`config.mk`:
```
export PLATFORM = sky130hd
export DESIGN_NAME = instruction_encoder
export DESIGN_NICKNAME = d
export VERILOG_FILES = /design/src/rtl/instruction_encoder.sv
export SDC_FILE = /design/constraint.sdc
export NUM_CORES = 1
export LEC_CHECK = 0
export CAP_MARGIN = 10
export CORE_MARGIN = 2
export CORE_UTILIZATION = 40
export CTS_BUF_LIST = sky130_fd_sc_hd__clkbuf_4 sky130_fd_sc_hd__clkbuf_8 sky130_fd_sc_hd__clkbuf_16
export CTS_CLUSTER_SIZE = 16
export DETAILED_ROUTE_END_ITERATION = 7
export PLACE_DENSITY = 0.71
export SLEW_MARGIN = 10
export SYNTH_ARGS = -nofsm -noshare
export SYNTH_HDL_FRONTEND = slang
export SYNTH_SLANG_ARGS = --single-unit
export TNS_END_PERCENT = 10
```
`constraint.sdc`:
```
create_clock -name clk -period 9.2 [get_ports clk]
set_input_delay 1.38 -clock clk [delete_from_list [all_inputs] [get_ports clk]]
set_output_delay 1.38 -clock clk [all_outputs]
set_load 0.005 [all_outputs]
```
`src/rtl/instruction_encoder.sv`:
```
`default_nettype none
// ============================================================================
//  Module      : instruction_encoder
//  Description : Packs instruction field tuples into fixed-width words and
//                writes them as a burst to consecutive instruction-memory
//                addresses. A burst is armed by start with a base address
//                and a word count. Accepted tuples are encoded immediately
//                and queued in a 2-entry FIFO. The FIFO head is presented to
//                memory with a valid/ready handshake.
//  Revision    : 1.0 - initial release
// ----------------------------------------------------------------------------
//  Ports
//    clk          in   rising-edge clock
//    reset        in   asynchronous, active-low reset
//    start        in   begin a burst (only honoured in IDLE)
//    abort        in   cancel the burst; flushes FIFO, no done pulse
//    base_addr    in   first write address (latched on start)
//    length       in   words in the burst (latched on start)
//    in_valid     in   field tuple present
//    in_ready     out  tuple accepted when in_valid && in_ready
//    op_code      in   op code field          -> word[15:12]
//    ext_op_code  in   extended op code       -> word[7:4]  (register format)
//    a_index      in   A register index       -> word[11:8]
//    b_index      in   B register index       -> word[3:0]  (register format)
//    immediate    in   immediate value        -> word[7:0]  (immediate format)
//    use_imm      in   1 = immediate format, 0 = register format
//    mem_we       out  write request (FIFO non-empty while running)
//    mem_ready    in   memory accepts the write when mem_we && mem_ready
//    mem_addr     out  base address + words written (wraps silently)
//    mem_data     out  encoded word at the FIFO head
//    busy         out  high while a burst is running
//    done         out  one-cycle pulse when a burst completes
// ============================================================================
module instruction_encoder #(
    parameter int WIDTH     = 16,
    parameter int OP_BITS   = 4,
    parameter int REG_BITS  = 4,
    parameter int IMM_BITS  = 8,
    parameter int ADDR_BITS = 10
) (
    input  logic                 clk,
    input  logic                 reset,
    input  logic                 start,
    input  logic                 abort,
    input  logic [ADDR_BITS-1:0] base_addr,
    input  logic [ADDR_BITS-1:0] length,
    input  logic                 in_valid,
    output logic                 in_ready,
    input  logic [OP_BITS-1:0]   op_code,
    input  logic [OP_BITS-1:0]   ext_op_code,
    input  logic [REG_BITS-1:0]  a_index,
    input  logic [REG_BITS-1:0]  b_index,
    input  logic [IMM_BITS-1:0]  immediate,
    input  logic                 use_imm,
    output logic                 mem_we,
    input  logic                 mem_ready,
    output logic [ADDR_BITS-1:0] mem_addr,
    output logic [WIDTH-1:0]     mem_data,
    output logic                 busy,
    output logic                 done
);

    typedef enum logic [1:0] {
        ST_IDLE = 2'd0,
        ST_RUN  = 2'd1,
        ST_DONE = 2'd2
    } state_t;

    // ------------------------------------------------------------------
    // State
    // ------------------------------------------------------------------
    state_t                 state_q,   state_d;
    logic [ADDR_BITS-1:0]   base_q,    base_d;
    logic [ADDR_BITS-1:0]   len_q,     len_d;
    logic [ADDR_BITS-1:0]   acc_cnt_q, acc_cnt_d;   // tuples accepted
    logic [ADDR_BITS-1:0]   wr_cnt_q,  wr_cnt_d;    // writes retired
    logic [WIDTH-1:0]       fifo_q [2];
    logic [WIDTH-1:0]       fifo_d [2];
    logic                   rd_ptr_q,  rd_ptr_d;
    logic                   wr_ptr_q,  wr_ptr_d;
    logic [1:0]             count_q,   count_d;     // FIFO occupancy 0..2

    // ------------------------------------------------------------------
    // Combinational helpers
    // ------------------------------------------------------------------
    logic                   run;
    logic                   fifo_full;
    logic                   fifo_empty;
    logic                   push;
    logic                   pop;
    logic [ADDR_BITS-1:0]   wr_cnt_inc;
    logic [IMM_BITS-1:0]    low_field;
    logic [WIDTH-1:0]       enc_word;

    assign run        = (state_q == ST_RUN);
    assign fifo_full  = (count_q == 2'd2);
    assign fifo_empty = (count_q == 2'd0);

    // Full is judged on the registered occupancy only; a pop in the same
    // cycle does not open a slot for a push until the next cycle.
    assign in_ready   = run && !fifo_full && (acc_cnt_q < len_q);
    assign push       = in_valid && in_ready;

    assign mem_we     = run && !fifo_empty;
    assign pop        = mem_we && mem_ready;

    assign wr_cnt_inc = wr_cnt_q + 1'b1;

    // The low byte carries either the immediate or the {ext, B} pair; the
    // unused fields never reach the word.
    assign low_field  = use_imm ? immediate : {ext_op_code, b_index};
    assign enc_word   = {op_code, a_index, low_field};

    // Outputs are pure functions of registered state, so they settle right
    // after the clock edge and drop to zero the moment reset asserts.
    assign mem_addr   = base_q + wr_cnt_q;
    assign mem_data   = mem_we ? fifo_q[rd_ptr_q] : '0;
    assign busy       = run;
    assign done       = (state_q == ST_DONE);

    // ------------------------------------------------------------------
    // Next-state logic
    // ------------------------------------------------------------------
    always_comb begin
        state_d   = state_q;
        base_d    = base_q;
        len_d     = len_q;
        acc_cnt_d = acc_cnt_q;
        wr_cnt_d  = wr_cnt_q;
        fifo_d[0] = fifo_q[0];
        fifo_d[1] = fifo_q[1];
        rd_ptr_d  = rd_ptr_q;
        wr_ptr_d  = wr_ptr_q;
        count_d   = count_q;

        unique case (state_q)
            ST_IDLE: begin
                if (start) begin
                    if (length != '0) begin
                        state_d   = ST_RUN;
                        base_d    = base_addr;
                        len_d     = length;
                        acc_cnt_d = '0;
                        wr_cnt_d  = '0;
                        rd_ptr_d  = 1'b0;
                        wr_ptr_d  = 1'b0;
                        count_d   = 2'd0;
                    end else begin
                        // Empty burst: complete without touching memory.
                        state_d = ST_DONE;
                    end
                end
            end

            ST_RUN: begin
                if (push) begin
                    fifo_d[wr_ptr_q] = enc_word;
                    wr_ptr_d         = ~wr_ptr_q;
                    acc_cnt_d        = acc_cnt_q + 1'b1;
                end
                if (pop) begin
                    rd_ptr_d = ~rd_ptr_q;
                    wr_cnt_d = wr_cnt_inc;
                end
                // Push and pop together leave occupancy unchanged.
                count_d = count_q + {1'b0, push} - {1'b0, pop};

                // The last retire implies every tuple was already accepted,
                // so the FIFO is empty when leaving RUN.
                if (pop && (wr_cnt_inc == len_q)) begin
                    state_d = ST_DONE;
                end
            end

            ST_DONE: begin
                state_d = ST_IDLE;
            end

            default: begin
                state_d = ST_IDLE;
            end
        endcase

        // Abort wins over start, completion and any write in flight: the
        // head word is discarded without its pop being counted.
        if (abort) begin
            state_d   = ST_IDLE;
            acc_cnt_d = '0;
            wr_cnt_d  = '0;
            rd_ptr_d  = 1'b0;
            wr_ptr_d  = 1'b0;
            count_d   = 2'd0;
        end
    end

    // ------------------------------------------------------------------
    // Registers
    // ------------------------------------------------------------------
    always_ff @(posedge clk or negedge reset) begin
        if (!reset) begin
            state_q   <= ST_IDLE;
            base_q    <= '0;
            len_q     <= '0;
            acc_cnt_q <= '0;
            wr_cnt_q  <= '0;
            fifo_q[0] <= '0;
            fifo_q[1] <= '0;
            rd_ptr_q  <= 1'b0;
            wr_ptr_q  <= 1'b0;
            count_q   <= 2'd0;
        end else begin
            state_q   <= state_d;
            base_q    <= base_d;
            len_q     <= len_d;
            acc_cnt_q <= acc_cnt_d;
            wr_cnt_q  <= wr_cnt_d;
            fifo_q[0] <= fifo_d[0];
            fifo_q[1] <= fifo_d[1];
            rd_ptr_q  <= rd_ptr_d;
            wr_ptr_q  <= wr_ptr_d;
            count_q   <= count_d;
        end
    end

endmodule
`default_nettype wire
```
Yosys cells after proc, flatten, opt, wreduce, memory -nomap -nowiden
Cells that the tools add are included.

word-level totals
  latch bits = 0
  memory bits (read-only) = 0
  output and inout port bits = 30
  register bits after elaboration = 78
  memories kept = 0
  bits in writable memories = 0

cells by class
  bitwise operators = 4
  eq/ne operators = 9
  $mul = 0
  shifts and indexed selects = 0
  add/subtract/negate cells = 5
  mux-type cells = 33
  div/mod/pow operators = 0
  magnitude comparators = 4
  reductions and logical operators = 19

operators with widths
  kind                                                             number
  16-bit two-way mux                                               5
  10-bit two-way mux                                               6
  10-bit case mux with 2 select lines                              2
  32-bit bitwise mux                                               1
  10-bit by 1-bit adder with 10-bit output, second input constant  2
  16-bit demux with 1-bit select                                   1
  2-bit two-way mux                                                7
  10-bit adder                                                     1
  10-bit == test                                                   1
  10-bit < comparator                                              1
  10-bit nonzero test                                              1
  3-bit by 2-bit != test with 1-bit output, second input constant  3
  8-bit two-way mux                                                1
  2-bit case mux with 2 select lines                               2
  4-bit AND reduction                                              2
  1-bit logical AND                                                7
  1-bit two-way mux                                                6
  3-bit != test, second input constant                             2
  3-bit AND reduction                                              2
  2-bit == test, second input constant                             2
  2-bit >= comparator, second input constant                       2
  2-bit logical NOT                                                2
  1-bit inverter with 2-bit output                                 2
  1-bit case mux with 2 select lines                               2
  8 further kinds                                                  11

Depth between registers and ports, before layout
Gate-level depths: netlist of run 1.

  depth after elaboration = 9
  depth in mapped cells = 15

Worst setup path before layout of run 1
Ideal clock, no wire load.

  path kind = register -> output
  start point = reg wr_cnt_q[2]
  end point = out mem_addr[9]
  setup slack = 5.795 ns
  data arrival time = 2.025 ns
  stages on the path, launching flop included = 7
  cell sequence = dfrtp_1 > ha_1 > nor2b_1 > o31a_1 > or4_1 > a2111o_1 > o211a_1

on the way
  cells in the longest elaborated chain, start to end = 1

RTL lines
  item                      line  text
  start: declaration        76    logic [ADDR_BITS-1:0] wr_cnt_q, wr_cnt_d;
  start signal: assignment  216   wr_cnt_q <= wr_cnt_d;
  10-bit adder              116   assign mem_addr = base_q + wr_cnt_q;
  end: declaration          57    output logic [ADDR_BITS-1:0] mem_addr,

No other way between the ends.

Worst setup path in the final report of run 1
  start point = reg wr_cnt_q[1]
  end point = out mem_addr[9]

Same word-level chain as after synthesis.

==> metrics.txt, run 1 <==
status=completed; Final Hold Fails=0; CP peak stage delay=0.43 ns; CP Cell Sequence=ha_1 -> a21oi_1 -> nor2b_1 -> o31a_1 -> or4_1 -> a2111o_1 -> o211a_1 -> clkdlybuf4s50_1; mapped cell area=0.004627 mm^2; clock power share=37.1%; critical path type=reg2out; total number of vias=3602; register area share after synthesis=42.18%; Static Leak=2.540 nW; CP delay by family, top=compound AO/OA/AOI/OAI gates; Total GRT Usage=17.89%; die width=111.6 um; Setup Fix Bufs, Post-CTS=0; GRT Residual Overflow=0; hold-fix buffers at CTS=0; Worst VDD drop=0.07991 mV; Post-synth EDFFs=0; H-tree depth=3; Syn Area/Cell=10.54 um^2; die area=0.01244 mm^2; Pwr per Cell Area=~170 mW/mm^2; Max clock buf depth=2; worst path arrival time=2.92 ns; most common flop cell mapped by yosys=dfrtp_1; largest net degree at the start of global routing=79; first-pass GRT wire length=18200 um; placed cell count=roughly 650; vias in the first global route=3701; P_sw=0.2351 mW; Worst Hold Class=reg2reg; NumNets Final=590; clk slew on worst S/H paths=approximately 0.050 ns; Combinational Power Share=18.8%; max_slew headroom=33.44%; area grow syn2layout=25.96%; Iteration-0 DRC Markers=209; min Tclk post-route=4.301 ns; Cell Area, Placed=0.005523 mm^2; WP data required=between 7 and 8 ns; Die H=111.6 um; Sequential Power Share=44.1%; CTS tree=yes; Root Driver=clkbuf_16; Final GP Congestion=about 0.86; dominant cell type by area after synthesis=dfrtp_1; drt via density=5.425; Site Rows=39; Core ar.=0.01137 mm^2; Final Max Slew Viols=0; Clock Sinks=78; Startpoint Class=flop; Synth top area share=42.18%; Design Power=approximately 0.97 mW; number of synthesized register bits=78; fin cells=roughly 660; Final Cycle Share=about 47%; Syn. warnings=0; Inserted Clock Buffers=9; drt wl/cell=15.80 um; Final setup violation count=0; ratio of cells with drive above 1 in the final layout=16.89%; r2r setup slk=5.91 ns; Post-route DRC=0; top cells by area, synth=dfrtp_1 (42%), mux2_2 (10%), mux2_4 (6.2%), ha_1 (5.9%), mux2i_1 (3.7%); CP max FO=5; most frequent cell after synthesis=dfrtp_1; top cells by count, synth=dfrtp_1 (78), mux2_2 (41), nor2_1 (39), nand2_1 (27), ha_1 (22); crit path capture type=output pin; count of buffers from port buffering=80; I/O Pins=81; Max Freq=between 200 and 250 MHz; Max Clock Skew=around 0.0065 ns; Critical Path Slowest Stage Cell=or4_1; 1st-pass router iterations=4; antenna-violating nets left=0; initial core utilization=40.70%; sw frac=roughly 24%; ys async rst share=100.0%; Total Wirelength=10490 um; worst skew pair latency=roughly 0.34 ns; Pint=approximately 0.73 mW; antenna violations before repair=0; post-route cell area=about 0.0058 mm^2; Synth cell types=51; Synth Instances=approximately 440; total negative slack=0 ns; RSZ-0062 raised after global routing=no; Max-Cap Viols=0; Post-DP HPWL=7581 um; Buf/Inv on CP=1; number of diodes=0; Least-Margin Pin Slew=around 1 ns; Syn Nets=513; cts repair resizes=0
## final cells by class
class                           instances  area (um^2)
Clock buffer                           12        260.3
Sequential cell                        78         1952
Timing Repair Buffer                   82        813.3
Tap cell                              143        178.9
Inverter                               22        83.83
Fill cell                            1018         5542
Multi-Input combinational cell        323         2495
Clock inverter                          4        45.04
## worst paths after layout
kind | cells after the start | start | to
hold reg to reg | 1 | state_q[1]$_DFFE_PN0P_ | state_q[0]$_DFFE_PN0P_
hold / removal | 1 | state_q[1]$_DFFE_PN0P_ | state_q[0]$_DFFE_PN0P_
setup reg to reg | 14 | len_q[7]$_DFFE_PN0P_ | count_q[1]$_DFFE_PN0P_
min in group asynchronous | 1 | reset | len_q[5]$_DFFE_PN0P_
max in group asynchronous | 1 | reset | base_q[2]$_DFFE_PN0P_
setup / recovery | 8 | wr_cnt_q[1]$_DFFE_PN0P_ | mem_addr[9]
## per-layer routing
layer	GRT usage, %	part of all wire (%)
met2	29.47	50
met4	7.325	2.5
met3	3.375	3.8
met5	0	0
met1	23.32	44
## per-stage QoR
step / setup WS, ns / util (%) / hold slack, ns
4_1_cts: 4.855 / 51.26 / 0.4884
5_1_grt: 4.602 / 51.26 / 0.5201
6_report: 4.899 / 51.26 / 0.4948
3_3_place_gp: 5.269 / 48.57 / 0.4742
2_1_floorplan: 5.795 / - / 0.4566
3_5_place_dp: 5.215 / 48.57 / 0.4810
## flip-flops by register name, indices dropped and copies added (netlist names)
name and flops:
base_q 10, state_q 2, fifo_q 32, count_q 2, wr_cnt_q 10, rd_ptr_q 1, len_q 10, wr_ptr_q 1
acc_cnt_q 10
## power by group through the flow
stage	combinational (mW)	clock, mW	sequential, mW
final	0.182	0.359	0.427
after CTS	0.185	0.368	0.427
after detailed placement	0.184	0	0.432
after global placement	0.178	0	0.429
after floorplan	0.120	0	0.421
after global routing	0.201	0.384	0.434
## cells by family after synthesis
group                      synth area share, %
adders and majority gates                6.382
DFF                                      42.18
AOI/OAI and AO/OA                        9.708
muxes                                    19.82
xor gates and xnor gates                 4.165
and+or+nand+nor                          13.85
buffers and inverters                    3.894
## placed cells by master (no fill, tap or decap), types with 3 or more instances in the layout
| cell type | count |
|---|---|
| and3_1 | 7 |
| o211ai_1 | 5 |
| buf_4 | 3 |
| mux2_4 | 19 |
| or2_2 | 3 |
| nand2_1 | 27 |
| inv_1 | 21 |
| nor4_1 | 4 |
| clkinv_2 | 4 |
| ha_1 | 22 |
| xor2_1 | 8 |
| o21ai_0 | 12 |
| nor2b_1 | 4 |
| mux2i_1 | 17 |
| or3_1 | 6 |
| a21oi_1 | 21 |
| o21a_1 | 3 |
| xnor2_1 | 14 |
| dfrtp_1 | 78 |
| clkdlybuf4s50_1 | 79 |
| clkbuf_16 | 9 |
| or4_1 | 7 |
| nand3_1 | 15 |
| nor3_1 | 5 |
| a31oi_1 | 11 |
| nor2_1 | 39 |
| o31ai_1 | 5 |
| mux2_2 | 41 |
| o22ai_1 | 3 |
## worst reg2reg max path, stage by stage (launching register included)
cell and delay (ns):
dfrtp_1 0.43, inv_1 0.09, ha_1 0.31, a21o_1 0.20, a21oi_2 0.15, o211ai_1 0.12
o31a_1 0.48, or2_2 0.43, ha_1 0.29, inv_1 0.04, ha_1 0.17, xor2_1 0.16
a21oi_1 0.15, nand2_1 0.06, a21oi_1 0.13
No activity file was read; power rests on OpenSTA's default activity.
==> inputs of run 2 (changes only) <==
==> constraint.sdc (replaced) <==
create_clock -name clk -period 4.2 [get_ports clk]
set_input_delay 0.63 -clock clk [delete_from_list [all_inputs] [get_ports clk]]
set_output_delay 0.63 -clock clk [all_outputs]
set_load 0.005 [all_outputs]
==> metrics.txt, run 2 (same netlist as run 1, synthesis figures left out) <==
Hold Slack=0.4369 ns; drt via density=between 5 and 6; Total GRT Usage=between 10% and 20%; Reg area=just under 0.002 mm^2; Metal-1 WL=4674 um; Site Rows=39; Clock Sinks=78; Cell Area, Placed=about 0.0055 mm^2; Final setup violation count=0; Post-route DRC=0; dpl ws=0.9459 ns; Largest Register=fifo_q; Max clock buf depth=2; CTS tree=yes; cts repair resizes=0; Pwr per Cell Area=371.0 mW/mm^2; Worst VDD drop=just under 0.2 mV; commonest cells after routing, fill and taps aside=clkdlybuf4s50_1 (79), dfrtp_1 (78), mux2_2 (41), nor2_1 (39), nand2_1 (27); hold-fix buffers at CTS=0; Max Clock Skew=0.005032 ns; Inserted Clock Buffers=9; Iteration-0 DRC Markers=175; Root Driver=clkbuf_16; vias in the first global route=3636; max_slew headroom=33.01%; I/O Pins=81; Max-Cap Viols=0; Worst Setup Slack, final=0.6105 ns; Worst Hold Class=in2async; antenna-violating nets left=0; area grow syn2layout=26.10%; area occupied by multi-input gates=~0.0025 mm^2; first-pass GRT wire length=17350 um; FF-to-FF Start=len_q[7]$_DFFE_PN0P_; WL met3=369 um; RSZ-0062 raised after global routing=no; Final Cycle Share=85.46%; initial core utilization=40.70%; worst path arrival time=2.96 ns; NumNets Final=590; Final GP Congestion=0.8890; Design Power=2.165 mW; total number of vias=3572; drt wl/cell=15.84 um; Least-Margin Pin Slew=roughly 1 ns; worst skew pair latency=roughly 0.34 ns; H-tree depth=3; crit path capture type=output pin; clk slew on worst S/H paths=0.06 ns; Post-DP HPWL=7617 um; Reg2Reg Capture Point=count_q[1]$_DFFE_PN0P_; status=completed; 1st-pass router iterations=4; total negative slack=0 ns; r2r setup slk=around 0.90 ns; Crit. Startpoint=wr_cnt_q[0]$_DFFE_PN0P_; count of buffers from port buffering=80; Die H=111.6 um; antenna violations before repair=0; max layer used=met4; die area=0.01244 mm^2; Final Hold Fails=0; max reg flops=32; critical path type=reg2out; Max Freq=between 200 and 300 MHz; CP max FO=6; Final Max Slew Viols=0; Startpoint Class=flop; post-route cell area=slightly below 0.006 mm^2; Core ar.=0.01137 mm^2; commonest non-fill, non-tap cell in the layout=clkdlybuf4s50_1; met2 routed WL=5266 um; WP data required=3.57 ns; min Tclk post-route=about 3.6 ns; number of diodes=0; ratio of cells with drive above 1 in the final layout=between 10% and 20%; die width=111.6 um; reg2reg path depth=14; largest net degree at the start of global routing=79; Total Wirelength=around 10000 um; Setup Fix Bufs, Post-CTS=0; GRT Residual Overflow=0; Static Leak=2.535 nW; fillers=1008
## run 2: cell types whose count changed in the layout (fill, tap and decap cells not counted), sizes merged
cell,delta
clkinv,-2
bufinv,+1
clkbuf,-2
clkinvlp,+1
## run 2: final cells by class
| cell class | count | area share, % |
|---|---|---|
| clock buffers | 10 | 4.096 |
| clock inverters | 4 | 1.244 |
| inverters | 22 | 1.437 |
| multi-input cells | 323 | 42.76 |
| flip-flops and latches | 78 | 33.45 |
| well taps | 143 | 3.067 |
| repair buffers | 82 | 13.94 |
## run 2: worst max path at each step
stage | endpoint | cells after the start
5_1_grt | mem_addr[8] | 10
4_1_cts | mem_addr[8] | 10
2_1_floorplan | count_q[1]$_DFFE_PN0P_ | 15
6_report | mem_addr[8] | 10
3_5_place_dp | count_q[1]$_DFFE_PN0P_ | 14
3_3_place_gp | mem_addr[9] | 7
## run 2: worst max-delay path, stage by stage, from the launching register on
cell and delay, ns:
dfrtp_1 0.47, ha_1 0.21, inv_1 0.05, fa_1 0.39
nor2b_1 0.12, o21ai_0 0.11, a21boi_0 0.25, o21ai_0 0.16
a21oi_1 0.17, xor2_1 0.16, clkdlybuf4s50_1 0.52
## run 2: where the power goes
| part | switching [mW] | internal (mW) | leakage (nW) |
|---|---|---|---|
| Combinational | 0.147 | 0.250 | 1.39 |
| Clock | 0.303 | 0.529 | 0.150 |
| Sequential | 0.0757 | 0.861 | 0.990 |
| Total | 0.525 | 1.64 | 2.53 |
## run 2: metal layers
layer  vias up  GRT usage (%)
li1       1725              -
met1      1767          21.21
met2        67          29.67
met3        13          3.538
met4         0          6.337
met5         -              0
## run 2: per-stage QoR
stage	instances	util (%)
global route	662	51.32
CTS	662	51.32
global placement	648	48.57
floorplan	439	-
finish	662	51.32
detailed placement	648	48.57
